### config.mk
export PLATFORM = sky130hd
export DESIGN_NAME = fp_mult_exception_pipe
export DESIGN_NICKNAME = d
export VERILOG_FILES = /design/src/rtl/fpmult_pkg.sv /design/src/rtl/fp_mult_exc_classify.sv /design/src/rtl/fp_mult_exception_pipe.sv
export SDC_FILE = /design/constraint.sdc
export NUM_CORES = 1
export LEC_CHECK = 0
export ABC_AREA = 1
export CAP_MARGIN = 5
export CELL_PAD_IN_SITES_DETAIL_PLACEMENT = 2
export CELL_PAD_IN_SITES_GLOBAL_PLACEMENT = 2
export CORE_ASPECT_RATIO = 1.75
export CORE_UTILIZATION = 24
export CTS_CLUSTER_DIAMETER = 40
export CTS_CLUSTER_SIZE = 12
export DETAILED_ROUTE_END_ITERATION = 12
export MAX_ROUTING_LAYER = met4
export PLACE_DENSITY = 0.74
export SLEW_MARGIN = 0
export SYNTH_ARGS = -nofsm -noshare
export SYNTH_HDL_FRONTEND = slang
export SYNTH_SLANG_ARGS = --single-unit
### constraint.sdc
create_clock -name clk -period 3.55 [get_ports clk]
set_input_delay 0.71 -clock clk [delete_from_list [all_inputs] [get_ports clk]]
set_output_delay 0.71 -clock clk [all_outputs]
set_load 0.02 [all_outputs]
### src/rtl/fpmult_pkg.sv
// Shared encodings for the FPMult exception stage: operand classes, flag bit positions, skid states.
// Pure declarations; no logic, no latency.
package fpmult_pkg;

    localparam logic [1:0] CLS_NORM = 2'b00;
    localparam logic [1:0] CLS_ZERO = 2'b01;
    localparam logic [1:0] CLS_INF  = 2'b10;
    localparam logic [1:0] CLS_NAN  = 2'b11;

    localparam int FLG_INV = 3;
    localparam int FLG_OVF = 2;
    localparam int FLG_UNF = 1;
    localparam int FLG_NX  = 0;

    typedef enum logic [1:0] {
        SKID_EMPTY = 2'b00,
        SKID_ONE   = 2'b01,
        SKID_TWO   = 2'b10
    } skid_state_e;

endpackage

### src/rtl/fp_mult_exc_classify.sv
// Combinational special-case/range priority encoder and IEEE packer for the FPMult product.
// Zero latency; no handshake, the parent buffers the result.
module fp_mult_exc_classify
    import fpmult_pkg::*;
#(
    parameter int EXP_W  = 8,
    parameter int MAN_W  = 23,
    parameter int FLAG_W = 4
) (
    input  logic [MAN_W-1:0]       round_m_i,
    input  logic [EXP_W+1:0]       round_e_i,
    input  logic                   sgn_i,
    input  logic [1:0]             a_cls_i,
    input  logic [1:0]             b_cls_i,
    input  logic                   rnd_inexact_i,
    output logic [EXP_W+MAN_W:0]   p_o,
    output logic [FLAG_W-1:0]      flags_o
);

    localparam logic signed [EXP_W+1:0] EMAX   = {2'b00, {EXP_W{1'b1}}};
    localparam logic signed [EXP_W+1:0] E_ZERO = '0;
    localparam logic [EXP_W+MAN_W:0]    QNAN   = {1'b0, {EXP_W{1'b1}}, 1'b1, {(MAN_W-1){1'b0}}};

    logic any_nan, any_inf, any_zero, inf_x_zero;

    assign any_nan    = (a_cls_i == CLS_NAN)  || (b_cls_i == CLS_NAN);
    assign any_inf    = (a_cls_i == CLS_INF)  || (b_cls_i == CLS_INF);
    assign any_zero   = (a_cls_i == CLS_ZERO) || (b_cls_i == CLS_ZERO);
    assign inf_x_zero = any_inf && any_zero;

    always_comb begin
        p_o             = {sgn_i, round_e_i[EXP_W-1:0], round_m_i};
        flags_o         = '0;
        flags_o[FLG_NX] = rnd_inexact_i;
        if (any_nan || inf_x_zero) begin
            p_o              = QNAN;
            flags_o          = '0;
            flags_o[FLG_INV] = 1'b1;
        end else if (any_inf) begin
            p_o     = {sgn_i, {EXP_W{1'b1}}, {MAN_W{1'b0}}};
            flags_o = '0;
        end else if (any_zero) begin
            p_o     = {sgn_i, {(EXP_W+MAN_W){1'b0}}};
            flags_o = '0;
        end else if ($signed(round_e_i) >= EMAX) begin
            p_o              = {sgn_i, {EXP_W{1'b1}}, {MAN_W{1'b0}}};
            flags_o          = '0;
            flags_o[FLG_OVF] = 1'b1;
            flags_o[FLG_NX]  = 1'b1;
        end else if ($signed(round_e_i) <= E_ZERO) begin
            // Subnormals are not produced: anything at or below the minimum exponent flushes to zero.
            p_o              = {sgn_i, {(EXP_W+MAN_W){1'b0}}};
            flags_o          = '0;
            flags_o[FLG_UNF] = 1'b1;
            flags_o[FLG_NX]  = 1'b1;
        end
    end

endmodule

### src/rtl/fp_mult_exception_pipe.sv
// FPMult final stage: classify/pack, then a 2-entry skid buffer; 1-cycle latency, full throughput under backpressure.
// in_ready is registered from buffer state only. FPMULT_EXC_STICKY_EN adds an accumulating sticky flag register.
module fp_mult_exception_pipe
    import fpmult_pkg::*;
#(
    parameter int EXP_W  = 8,
    parameter int MAN_W  = 23,
    parameter int FLAG_W = 4
) (
    input  logic                   clk,
    input  logic                   rst_n,
    input  logic                   in_valid,
    output logic                   in_ready,
    input  logic [MAN_W-1:0]       round_m,
    input  logic [EXP_W+1:0]       round_e,
    input  logic                   sgn,
    input  logic [1:0]             a_cls,
    input  logic [1:0]             b_cls,
    input  logic                   rnd_inexact,
    output logic                   out_valid,
    input  logic                   out_ready,
    output logic [EXP_W+MAN_W:0]   p,
    output logic [FLAG_W-1:0]      flags,
    output logic [FLAG_W-1:0]      sticky,
    input  logic                   sticky_clr
);

    localparam int P_W = 1 + EXP_W + MAN_W;

    logic [P_W-1:0]    cls_p;
    logic [FLAG_W-1:0] cls_flags;

    fp_mult_exc_classify #(
        .EXP_W  (EXP_W),
        .MAN_W  (MAN_W),
        .FLAG_W (FLAG_W)
    ) u_classify (
        .round_m_i     (round_m),
        .round_e_i     (round_e),
        .sgn_i         (sgn),
        .a_cls_i       (a_cls),
        .b_cls_i       (b_cls),
        .rnd_inexact_i (rnd_inexact),
        .p_o           (cls_p),
        .flags_o       (cls_flags)
    );

    skid_state_e       state_q;
    logic              in_ready_q;
    logic              out_valid_q;
    logic [P_W-1:0]    out_p_q;
    logic [FLAG_W-1:0] out_flags_q;
    logic [P_W-1:0]    skid_p_q;
    logic [FLAG_W-1:0] skid_flags_q;

    logic in_xfer, out_xfer;

    assign in_xfer  = in_valid && in_ready_q;
    assign out_xfer = out_valid_q && out_ready;

    always_ff @(posedge clk or negedge rst_n) begin
        if (!rst_n) begin
            state_q      <= SKID_EMPTY;
            in_ready_q   <= 1'b1;
            out_valid_q  <= 1'b0;
            out_p_q      <= '0;
            out_flags_q  <= '0;
            skid_p_q     <= '0;
            skid_flags_q <= '0;
        end else begin
            case (state_q)
                SKID_EMPTY: begin
                    if (in_xfer) begin
                        out_p_q     <= cls_p;
                        out_flags_q <= cls_flags;
                        out_valid_q <= 1'b1;
                        state_q     <= SKID_ONE;
                    end
                end
                SKID_ONE: begin
                    if (in_xfer && out_xfer) begin
                        out_p_q     <= cls_p;
                        out_flags_q <= cls_flags;
                    end else if (in_xfer) begin
                        // Output is stalled: park the new result so the upstream is not throttled this cycle.
                        skid_p_q     <= cls_p;
                        skid_flags_q <= cls_flags;
                        in_ready_q   <= 1'b0;
                        state_q      <= SKID_TWO;
                    end else if (out_xfer) begin
                        out_valid_q <= 1'b0;
                        state_q     <= SKID_EMPTY;
                    end
                end
                SKID_TWO: begin
                    if (out_xfer) begin
                        out_p_q     <= skid_p_q;
                        out_flags_q <= skid_flags_q;
                        in_ready_q  <= 1'b1;
                        state_q     <= SKID_ONE;
                    end
                end
                default: begin
                    state_q     <= SKID_EMPTY;
                    in_ready_q  <= 1'b1;
                    out_valid_q <= 1'b0;
                end
            endcase
        end
    end

    assign in_ready  = in_ready_q;
    assign out_valid = out_valid_q;
    assign p         = out_p_q;
    assign flags     = out_flags_q;

`ifdef FPMULT_EXC_STICKY_EN
    logic [FLAG_W-1:0] sticky_q, sticky_d;

    // A clear wins over a same-cycle accumulate; those flags are dropped.
    always_comb begin
        sticky_d = sticky_q;
        if (sticky_clr)
            sticky_d = '0;
        else if (out_xfer)
            sticky_d = sticky_q | out_flags_q;
    end

    always_ff @(posedge clk or negedge rst_n) begin
        if (!rst_n)
            sticky_q <= '0;
        else
            sticky_q <= sticky_d;
    end

    assign sticky = sticky_q;
`else
    logic unused_sticky_clr;
    assign unused_sticky_clr = sticky_clr;
    assign sticky            = '0;
`endif

endmodule

==> results of run 1 <==
==> cells in the mapped netlist, types with 2 or more instances <==
library cell / count
nor3_1: 21
inv_1: 47
nand4_1: 22
nor2_1: 43
buf_2: 11
o21bai_1: 2
nand3_1: 42
a21oi_1: 51
nor2_2: 4
buf_4: 7
clkbuf_1: 15
o21ai_0: 43
inv_2: 2
buf_6: 6
dfrtp_1: 75
nand2_1: 117
o21a_1: 2
==> power by group through the flow <==
stage | clock [W] | sequential, W | combinational (W)
floorplan | 0 | 0.00165 | 0.000950
finish | 0.00110 | 0.00141 | 0.00196
global placement | 0 | 0.00142 | 0.00190
global route | 0.00115 | 0.00145 | 0.00217
detailed placement | 0 | 0.00143 | 0.00198
CTS | 0.00112 | 0.00142 | 0.00201
==> state kept, by name, indices dropped and copies added, names as in the netlist <==
name          flops
flags             4
state_q           2
p                32
in_ready          1
skid_p_q         32
skid_flags_q      4
out_valid         1
==> worst reg2reg max path: stages, from the launching register on <==
cell and delay, ns:
dfstp_2 0.54, nand2_1 0.13, nor2_1 0.21, o22ai_4 0.09, buf_4 0.22, inv_4 0.29
o21ai_0 0.18, a21o_1 0.19, nand2_1 0.05
==> worst paths after layout <==
check,from,end,slack (ns)
hold / removal,p[29],p[29],0.49
hold reg to reg,p[29],p[29],0.49
setup / recovery,round_e[4],p[9],1.19
max in group asynchronous,rst_n,skid_flags_q[2],2.31
min in group asynchronous,rst_n,p[25],0.52
setup reg to reg,in_ready,p[16],1.58
==> stage by stage <==
stage                     instance area, µm²  std cells  total power (W)  hold WS (ns)
after floorplan                         4016        528         0.002599        0.4144
after global placement                  4950        803         0.003322        0.4619
after detailed placement                4950        803         0.003409        0.4737
after CTS                               5301        819         0.004543        0.4931
after global routing                    5301        819         0.004763        0.5096
final                                   5301        819         0.004464        0.4878
==> logic make-up (layout without fill, tap and decap cells) <==
family / count (synthesis) / count (layout) / synth area share [%]
AND/OR/NAND/NOR: 253 / 253 / 27.71
other: 1 / 4 / 0.09363
flip-flops: 76 / 76 / 47.52
buffers and inverters: 90 / 157 / 10.62
AO/OA/AOI/OAI: 105 / 105 / 14.06
==> layout by cell type (no fill, tap or decap), drive strengths merged <==
| cell type | count |
|---|---|
| a21o | 1 |
| a21oi | 51 |
| a22oi | 1 |
| a311oi | 1 |
| a31oi | 1 |
| buf | 11 |
| bufinv | 3 |
| clkbuf | 12 |
| clkdlybuf4s50 | 79 |
| clkinv | 2 |
| conb | 4 |
| dfrtp | 75 |
| dfstp | 1 |
| inv | 50 |
| nand2 | 118 |
| nand3 | 42 |
| nand4 | 22 |
| nor2 | 48 |
| nor3 | 21 |
| nor3b | 1 |
| nor4 | 1 |
| o211ai | 1 |
| o21a | 2 |
| o21ai | 44 |
| o21bai | 2 |
| o22ai | 1 |
==> layer usage <==
| layer | global-route usage, % | share of wire, % |
|---|---|---|
| met5 | - | 0 |
| met4 | 5.637 | 1.6 |
| met3 | 2.183 | 2.5 |
| met2 | 32.44 | 56 |
| met1 | 18.70 | 40 |
==> final cells by class <==
type / count / area [µm²] / area share [%]
repair buffers: 90 / 873.3 / 16.47
multi-input cells: 362 / 1699 / 32.05
flip-flops and latches: 76 / 1903 / 35.90
clock inverters: 4 / 95.09 / 1.794
inverters: 51 / 193.9 / 3.658
well taps: 224 / 280.3 / 5.287
clock buffers: 12 / 256.5 / 4.838
==> reports/results.tsv, run 1 <==
metric	value	unit
netlist_area	4005	µm²
final_util	32.39	%
worst-path-stages	8	
hold_viol_final	0	
critPathMaxFanout	24	
first_iter_violations	150	
clk_path_buf_depth	2	
async_reset_ff_share	100.0	%
min_period	2.356	ns
critPathLaunchType	input port	
track_usage	17.42	%
yosys.area.top_type	dfrtp_1	
clk_pin_slew_worst_paths	0.06	ns
tritoncts	done	
area_growth	32.36	%
setup_slack	1.194	ns
antennaDiodeCount	0	
cts_resized	0	
crit_buf_inv	2	
cp.required	3.81	ns
clock_skew	0.008724	ns
p_comb_share	43.9	%
fillers	1906	
rows	62	
route.vias.total	3895	
arrival	2.61	ns
synth-warning-count	0	
cp_cell_sequence	clkdlybuf4s50_1 > nor2_1 > nand3_1 > nor2_1 > nor2_4 > buf_4 > nand4_1 > a21oi_1	
numCtsBuffers	9	
p_seq_share	31.5	%
die_x	99.65	µm
p_leak	2.362	nW
synth.ff_latch_count	76	
die_h	172.9	µm
htree_num_levels	3	
clkPwrFrac	24.6	%
portBuffers	80	
fp.dieArea	17230	µm²
critPathKind	in2reg	
via_per_inst	4.756	
rsz0062_at_grt	false	
setup_viol	0	
synth_cell_types	32	
clkLatencyLatePin	0.34	ns
cts_root_buffer	clkbuf_16	
swShare	39.49	%
hold_path_class	reg2reg	
maxCapViolations	0	
fin_crit_sh	66.36	%
drt-wirelength-per-cell	16.62	µm
ys_top_cells_by_area	dfrtp_1 (47%), nand2_1 (11%), a21oi_1 (6.4%), o21ai_0 (5.4%), nand3_1 (5.2%)	
synth_top_area_share	46.86	%
cp_top_family	buffers and inverters	
p_int	0.002701	W
first_pass_iters	4	
fmax	424.5	MHz
finalMaxSlewViolations	0	
crit_path_end_kind	register	
grt_antenna_before_repair	0	
maxSlewHeadroom	30.91	%
grt_pass1_wl	22920	µm
p_per_area	842.0	nW/µm²
crit_path_frequent_cell	nor2_1	
route.detailed.drc	0	
max_stage_delay	0.56	ns
final_nets	634	
dp_hpwl	9333	µm
grt_overflow	0	
avgSynthCellArea	7.629	µm²
syn_inst	525	
cts_sinks	76	
status	finished, final reports clean	
start_util	24.47	%
synth_ff_type	dfrtp_1	
finalWeightedCongestion	0.8194	
synth-edff-count	0	
rr_worst_depth	8	
tightest_slew	1.036	ns
finalSetupTns	0	ns
cp_slowest_cell	clkdlybuf4s50_1	
cts_setup_buffers	0	
drt_wl_total	13610	µm
postCtsHoldBufs	0	
drive_gt1_share	6.555	%
dp_slack	0.7728	ns
grt_start_max_net_pins	77	
min_path_cells	2	
ios	86	
ant_nets	0	
ir_drop	333.1	µV
ys_seq_area_share	47.52	%
coreArea	16370	µm²
p_switching	0.001763	W
grt_pass1_vias	4478	
Power figures use the tool's default switching activity.
==> inputs of run 2 (changes only) <==
Clock period 3.55 ns to 2.4 ns, I/O delays scaled along.
==> run 2 against run 1 <==
Compared with the run above: register-to-register slack lost 0.97 ns; utilization grew 0.53 points; non-clock buffer count grew 8; sequential share of layout area shrank 0.58 points.
==> reports/results.tsv, run 2 (same netlist as run 1, synthesis figures left out) <==
metric	value	unit
status	finished, final reports clean	
clk_path_buf_depth	2	
final_util	32.92	%
cts_root_buffer	clkbuf_16	
ir_drop	418.2	µV
layout.cells.most_common_list	nand2_1 (116), clkdlybuf4s50_1 (79), dfrtp_1 (75)	
clkLatencyLatePin	0.34	ns
route.vias.total	3978	
postCtsHoldBufs	0	
grt_pass1_vias	4612	
start_util	24.47	%
tightest_slew	0.5359	ns
clock_skew	0.007848	ns
regArea	1903	µm²
fin_area	5388	µm²
cts_resized	0	
hold_path_class	in2async	
rr_worst_depth	7	
fmax	501.9	MHz
grt_pass1_wl	23480	µm
final_nets	642	
tritoncts	done	
grt_start_max_net_pins	58	
grt_overflow	0	
cts_sinks	76	
rsz0062_at_grt	false	
p_per_area	1236	nW/µm²
first_iter_violations	111	
p_leak	2.404	nW
via_per_inst	4.822	
r2r_end	p[16]	
fp.dieArea	17230	µm²
dpl.cell_count	811	
placed_cell_area	5060	µm²
antennaDiodeCount	0	
ios	86	
multiInputGateArea	1699	µm²
finalMaxSlewViolations	0	
route.detailed.drc	0	
ant_nets	0	
min_period	1.992	ns
first_pass_iters	4	
fillers	1931	
crit_path_end_kind	register	
maxSlewHeadroom	64.27	%
critPathLaunchType	input port	
numCtsBuffers	9	
arrival	2.18	ns
reg2reg_slack	0.61	ns
drt-wirelength-per-cell	17.23	µm
setup_slack	0.4076	ns
clk_pin_slew_worst_paths	0.06	ns
die_x	99.65	µm
cp.required	2.59	ns
coreArea	16370	µm²
dp_slack	0.02061	ns
drive_gt1_share	7.654	%
rows	62	
maxCapViolations	0	
stdcell_count	825	
critPathKind	in2reg	
portBuffers	80	
grt_antenna_before_repair	0	
area_growth	34.52	%
critPathMaxFanout	20	
layout_commonest_cell	nand2_1	
r2r_start	in_ready	
dp_hpwl	9890	µm
htree_num_levels	3	
cts_setup_buffers	0	
finalSetupTns	0	ns
setup_viol	0	
fin_crit_sh	83.02	%
drt_wl_total	14210	µm
track_usage	18.06	%
hold_viol_final	0	
finalWeightedCongestion	0.8096	
die_h	172.9	µm
==> run 2: cell types whose count changed in the layout (fill, tap and decap cells not counted), sizes merged <==
cell / change
clkinvlp: +1
clkbuf: -3
buf: +8
==> run 2: metrics by stage <==
stage	total power (W)	hold WS, ns
4_1_cts	0.006756	0.1005
3_5_place_dp	0.005139	0.4650
5_1_grt	0.007091	0.1042
3_3_place_gp	0.005002	0.4579
2_1_floorplan	0.003844	0.1844
6_report	0.006657	0.08950
==> run 2: how the worst max path moves through the flow <==
stage,endpoint,cells after the start,from
after global routing,skid_p_q[21],9,round_e[2]
final,skid_p_q[11],9,round_e[2]
after global placement,skid_p_q[11],9,round_e[3]
after detailed placement,skid_p_q[11],9,round_e[2]
after floorplan,skid_p_q[10],7,in_ready
after CTS,skid_p_q[11],9,round_e[2]
==> run 2: power breakdown <==
group | internal [W] | switching, W | leakage, nW | total, W
Sequential | 0.00180 | 0.000307 | 0.957 | 0.00210
Combinational | 0.00119 | 0.00181 | 1.29 | 0.00300
Clock | 0.00100 | 0.000550 | 0.157 | 0.00155
==> run 2: cell type report <==
cell class                      count  area share (%)
Sequential cell                    76           35.32
Multi-Input combinational cell    362           31.54
Timing Repair Buffer               98           18.25
Tap cell                          224           5.202
Clock buffer                        9           4.180
Inverter                           51           3.600
Clock inverter                      5           1.904
==> run 2: critical path, cell delays in order <==
cell and delay, ns:
clkdlybuf4s50_1 0.51, nand2_1 0.07, nor2_1 0.15, nand2_1 0.08, nand2_1 0.10, nand2_2 0.28
buf_4 0.32, nand3_1 0.09, o21ai_0 0.09
==> run 2: routing by layer <==
metal / GRT usage [%] / vias to the layer above / wire length, µm
met4: 6.373 / 0 / 325
met5: - / - / 0
met3: 2.870 / 20 / 424
li1: - / 1864 / -
met1: 18.53 / 2012 / 5442
met2: 33.94 / 82 / 8022
==> inputs of run 3 (changes only) <==
Clock period 2.4 ns to 1.9 ns, I/O delays scaled along.
==> run 3 against run 2 <==
Compared with the run above: sequential power grew 26%; highest routed layer unchanged; critical endpoint is now in_ready; die area unchanged; total power increased by 30%; critical path depth down 8; final cell count up 3.2%; clock skew fell by 0.00080 ns; count of clock-buffer cells in the layout is the same; sequential share of layout area is 1.6 points lower; worst hold slack got worse by 0.078 ns; routed wire length is 2.5% higher; global-route usage is 0.66 points higher; setup slack got worse by 0.37 ns.
==> reports/results.tsv, run 3 (same netlist as run 1, synthesis figures left out) <==
metric	value	unit
status	finished, final reports clean	
p_per_area	1529	nW/µm²
die_x	99.65	µm
max_stage_delay	0.60	ns
arrival	1.48	ns
p_leak	2.547	nW
globalRouteMet3Util	2.425	%
maxSlewHeadroom	66.53	%
first_pass_iters	4	
finalPower	0.008637	W
coreArea	16370	µm²
fmax	537.2	MHz
fp.dieArea	17230	µm²
clk_pin_slew_worst_paths	0.06	ns
cp_slowest_cell	clkdlybuf4s50_1	
clock_skew	0.007051	ns
cp.required	1.52	ns
cp_cell_sequence	clkdlybuf4s50_1	
fin_crit_sh	97.97	%
final_util	34.51	%
busiest_layer	met2	
die_h	172.9	µm
grt_pass1_vias	4680	
cts_root_buffer	clkbuf_16	
rr_worst_depth	8	
route.detailed.drc	0	
drt-wirelength-per-cell	17.12	µm
hold_path_class	in2async	
critPathMaxFanout	3	
finalWeightedCongestion	0.8237	
grt_pass1_wl	24260	µm
antennaDiodeCount	0	
route.vias.total	4059	
r2r_start	in_ready	
tightest_slew	0.5020	ns
finalSetupTns	0	ns
grt_antenna_before_repair	0	
reg2reg_slack	0.22	ns
crit_path_end_kind	primary output	
layout.cells.most_common_list	nand2_1 (116), clkdlybuf4s50_1 (79), dfrtp_1 (75)	
finalMaxSlewViolations	0	
drive_gt1_share	11.48	%
htree_num_levels	3	
critPathLaunchType	register	
drt_wl_total	14570	µm
ios	86	
track_usage	18.72	%
cts_resized	0	
fillers	1890	
start_util	24.47	%
first_iter_violations	115	
grt_overflow	0	
portBuffers	80	
gr-usage-met2	35.27	%
dp_hpwl	10410	µm
tritoncts	done	
rows	62	
maxCapViolations	0	
ant_nets	0	
min_period	1.862	ns
grt_start_max_net_pins	42	
clkLatencyLatePin	0.33	ns
cts_sinks	76	
area_growth	41.05	%
ir_drop	519.8	µV
critPathKind	reg2out	
hold_viol_final	0	
setup_viol	0	
final_nets	667	
postCtsHoldBufs	0	
layout_commonest_cell	nand2_1	
numCtsBuffers	9	
crit_buf_inv	1	
r2r_end	p[26]	
clk_path_buf_depth	2	
use_met1	19.54	%
cp_top_family	buffers and inverters	
via_per_inst	4.770	
rsz0062_at_grt	false	
[run 3: changes by cell type in the layout (fill, tap and decap cells not counted)]
cell / previous run / this run
clkinvlp_4: 1 / 2
buf_4: 15 / 35
clkinv_4: 0 / 1
clkinv_2: 1 / 0
buf_12: 4 / 9
[run 3: area by class of cell]
cell class	count	area (µm²)	share of cell area (%)
sequential	76	1903	33.69
multi-input combinational	362	1699	30.08
timing repair buffer	123	1234	21.84
tap	224	280.3	4.961
clock buffer	9	225.2	3.987
inverter	51	193.9	3.433
clock inverter	6	113.9	2.015
[run 3: what timing repair did]
| item | CTS | global route |
|---|---|---|
| hold endpoints to repair | 0 | 0 |
| endpoints found under the setup margin | 0 | 3 |
| setup buffers | 0 | 2 |
[run 3: worst max path at each step]
stage,startpoint,endpoint,slack [ns],cells past startpoint
after floorplan,in_ready,skid_p_q[10],0.41,7
after global placement,round_e[7],p[21],-0.17,8
after detailed placement,round_e[7],skid_p_q[11],-0.26,8
after CTS,round_e[7],skid_p_q[5],0.005,8
after global routing,in_ready,in_ready,0.006,1
final,in_ready,in_ready,0.04,1
[run 3: routing by layer]
metal  vias up  share of wire (%)
met5         -                  0
met4         0                2.1
met3        22                2.2
met2        73                 58
met1      2048                 38
li1       1916                  -
[run 3: stage by stage]
stage          std cells  setup WS (ns)  area [µm²]  hold WS [ns]
3_3_place_gp         834        -0.1720        5283        0.3895
2_1_floorplan        528         0.4052        4016       0.08441
4_1_cts              849       0.005202        5622       0.03145
5_1_grt              851       0.005807        5649       0.05561
3_5_place_dp         834        -0.2557        5283        0.3884
6_report             851        0.03848        5649       0.01133
[run 3: power by group]
group / internal [W] / total (W) / switching, W / leakage (nW)
combinational: 0.00168 / 0.00400 / 0.00232 / 1.43
clock: 0.00128 / 0.00199 / 0.000708 / 0.158
sequential: 0.00227 / 0.00265 / 0.000385 / 0.957
total: 0.00522 / 0.00864 / 0.00341 / 2.55
==> edit, RTL diff (settings of run 3) <==
`FLAG_W` is set to 4 in 2 places; all go to 5.
--- a/src/rtl/fp_mult_exc_classify.sv
+++ b/src/rtl/fp_mult_exc_classify.sv
@@ -5,7 +5,7 @@
 #(
     parameter int EXP_W  = 8,
     parameter int MAN_W  = 23,
-    parameter int FLAG_W = 4
+    parameter int FLAG_W = 5
 ) (
     input  logic [MAN_W-1:0]       round_m_i,
     input  logic [EXP_W+1:0]       round_e_i,
--- a/src/rtl/fp_mult_exception_pipe.sv
+++ b/src/rtl/fp_mult_exception_pipe.sv
@@ -5,7 +5,7 @@
 #(
     parameter int EXP_W  = 8,
     parameter int MAN_W  = 23,
-    parameter int FLAG_W = 4
+    parameter int FLAG_W = 5
 ) (
     input  logic                   clk,
     input  logic                   rst_n,
Interface: changed (resized flags and sticky); port bits go from 86 to 88. The function was not compared with the original's and may differ.
==> edit against run 3 <==
Total power decreased by 9.6%. Sequential cell count stayed put. Cell count decreased by 10%. Maximum frequency up 6.6%. Worst hold slack got worse by 9.9 ps. Worst setup slack improved by 120 ps. Routed wire length shrank 16%. Cell area decreased by 6.8%. Register-to-register slack lost 70 ps. Sequential power is 2% lower. Clock skew barely moved. Area after synthesis decreased by 5.1%. Die area is 5.0% lower. Via count is 10% lower. Largest cell class unchanged.
==> edit: results (changes against run 3) <==
Global routing
  – Initial antenna violation count: 0 (unchanged)
  – Vias in the first global route: 4,183 (-11%)
  – First-pass GRT wire length: 20,600 um (-15%)
  – Global Route Usage Sum: 0.162 (-0.0256)
  – Pin count of the biggest net entering global routing: 41 (-2.4%)

Power
  – VDD IR max: 0.000409 V (-21%)
  – Pwr Density: 1480 nW/um^2 (-3.0%)
  – Static Leak: 2.41 nW (-5.2%)

Place
  – Area of placed instances: 4990 sq um (-5.5%)
  – Final HPWL DP: 9130 um (-12%)
  – Worst slack, placed: -266 ps (-10.7 ps)
  – RePlAce Congestion: 0.743 (-9.8%)
  – Number of instances in the placed design: 750 (-10%)
  – IO buf count: 80 (unchanged)

Setup path
  – Crit-path max FO: 18 (+15)
  – Worst path top cell family by delay: flip-flops
  – Slowest cell on crit path: dfstp_2
  – Arr. time, crit path: 1990 ps (+510 ps)
  – Peak per-stage delay on the critical path: 550 ps (-50 ps)

Finish
  – NonClk Buf Share: 0.219 (+0.000300)
  – Filler Cell Count: 1,758 (-7.0%)
  – Final net count: 619 (-7.2%)
  – Multi-input gate area: 1600 sq um (-6.1%)
  – Non-Clock Buffer Count: 115 (-6.5%)
  – FF+latch area: 1900 sq um (unchanged)
  – Clock network area share: 0.0513 (-0.00868)
  – Multi-input gates: 344 (-5.0%)
  – Antenna Cells: 0 (unchanged)
  – Layout cell share with drive strength beyond 1: 0.114 (-0.00104)
  – CLK BUF: 11 (+2)
  – Inverters: 29 (-43%)

Clock tree
  – H-tree Lvls: 3 (unchanged)
  – CTS Buffer Depth: 2 (unchanged)
  – CTS Sinks: 76 (unchanged)
  – Clk root buf: clkbuf_16
  – Clock network latency to the later pin of the worst-skew pair: 330 ps (about the same)
  – Post-CTS Resized: 0 (unchanged)
  – CTS Buf Count: 9 (unchanged)
  – Post-CTS Setup Inserts: 0 (unchanged)
  – Clock transition at the registers of the reported paths: 60 ps (about the same)

Logic synthesis
  – Mean Syn Cell Area: 7.90 sq um (+3.6%)
  – Async SR Flop Fraction: 1.00 (unchanged)
  – Largest cells by area after synthesis: dfrtp_1 49%, nand2_1 13%, a21oi_1 6.7%, o21ai_0 5.3%, nor2_1 4.1%
  – Leading cell types by count after synthesis: 136 x nand2_1, 75 x dfrtp_1, 51 x a21oi_1
  – Ys Warns: 0 (unchanged)
  – Seq/Total Area, Yosys: 0.501 (+0.0255)
  – Post-synth cell types: 32 (unchanged)

Detailed routing
  – Avg WL per Cell: 16.0 um (-6.6%)
  – Drt initial violations: 86 (-25%)
  – Drt pass-1 iters: 4 (unchanged)
  – Via-per-instance ratio: 4.77 (about the same)
  – Vias post-DR: 3,650 (-10%)

Min path
  – Min-delay worst type: input pin to async pin

Timing
  – Setup skew after layout: 6.90 ps (-0.154 ps)
  – Post-route setup TNS: 0 ps (unchanged)

Floorplan
  – CORE AREA: 15,400 sq um (-6.0%)

Outcome
  – Status: completed
edit: cell types whose count changed in the layout (fill, tap and decap cells not counted), moves of 3 or more:
cell,delta
inv_1,-24
nor3_1,-20
nand2_1,+19
nand3_1,-13
buf_4,-6
bufinv_16,-3
inv_2,+3
nand4_1,-3
o21ai_0,-3
o22ai_1,+3
edit: final timing paths:
check,from,to,slack [ps],cells after the start
hold / removal,rst_n,flags[2]$_DFFE_PN0P_,1,1
hold reg to reg,skid_p_q[24]$_DFFE_PN0P_,skid_p_q[24]$_DFFE_PN0P_,480,2
max in group asynchronous,rst_n,p[27]$_DFFE_PN0P_,1350,2
setup / recovery,in_ready$_DFFE_PN1P_,p[17]$_DFFE_PN0P_,150,7
min in group clk,skid_p_q[24]$_DFFE_PN0P_,skid_p_q[24]$_DFFE_PN0P_,480,2
setup reg to reg,in_ready$_DFFE_PN1P_,p[17]$_DFFE_PN0P_,150,7
edit: where the power goes:
group	leakage, nW	switching [mW]	internal [mW]
registers	0.963	0.377	2.23
clock network	0.126	0.688	0.890
logic	1.33	2.07	1.55
edit: worst reg2reg max path, delay by kind of cell (launching register included):
kind,cells,cell delay [ps]
AO/OA/AOI/OAI,2,350
buffers and inverters,2,370
flip-flops,1,550
AND/OR/NAND/NOR,3,400
edit: cell families after synthesis:
group / after synthesis / share of synthesized area
AO/OA/AOI/OAI: 104 / 0.147
XOR/XNOR: 1 / 0.00230
buffers and inverters: 66 / 0.0905
flip-flops: 76 / 0.501
other: 1 / 0.000987
AND/OR/NAND/NOR: 233 / 0.259
edit: routing by layer:
layer / wire, um / global-route usage / vias to the layer above
met4: 210 / 0.0571 / 0
met3: 277 / 0.0198 / 10
met2: 6970 / 0.311 / 61
li1: - / - / 1755
met5: 0 / - / -
met1: 4790 / 0.166 / 1824
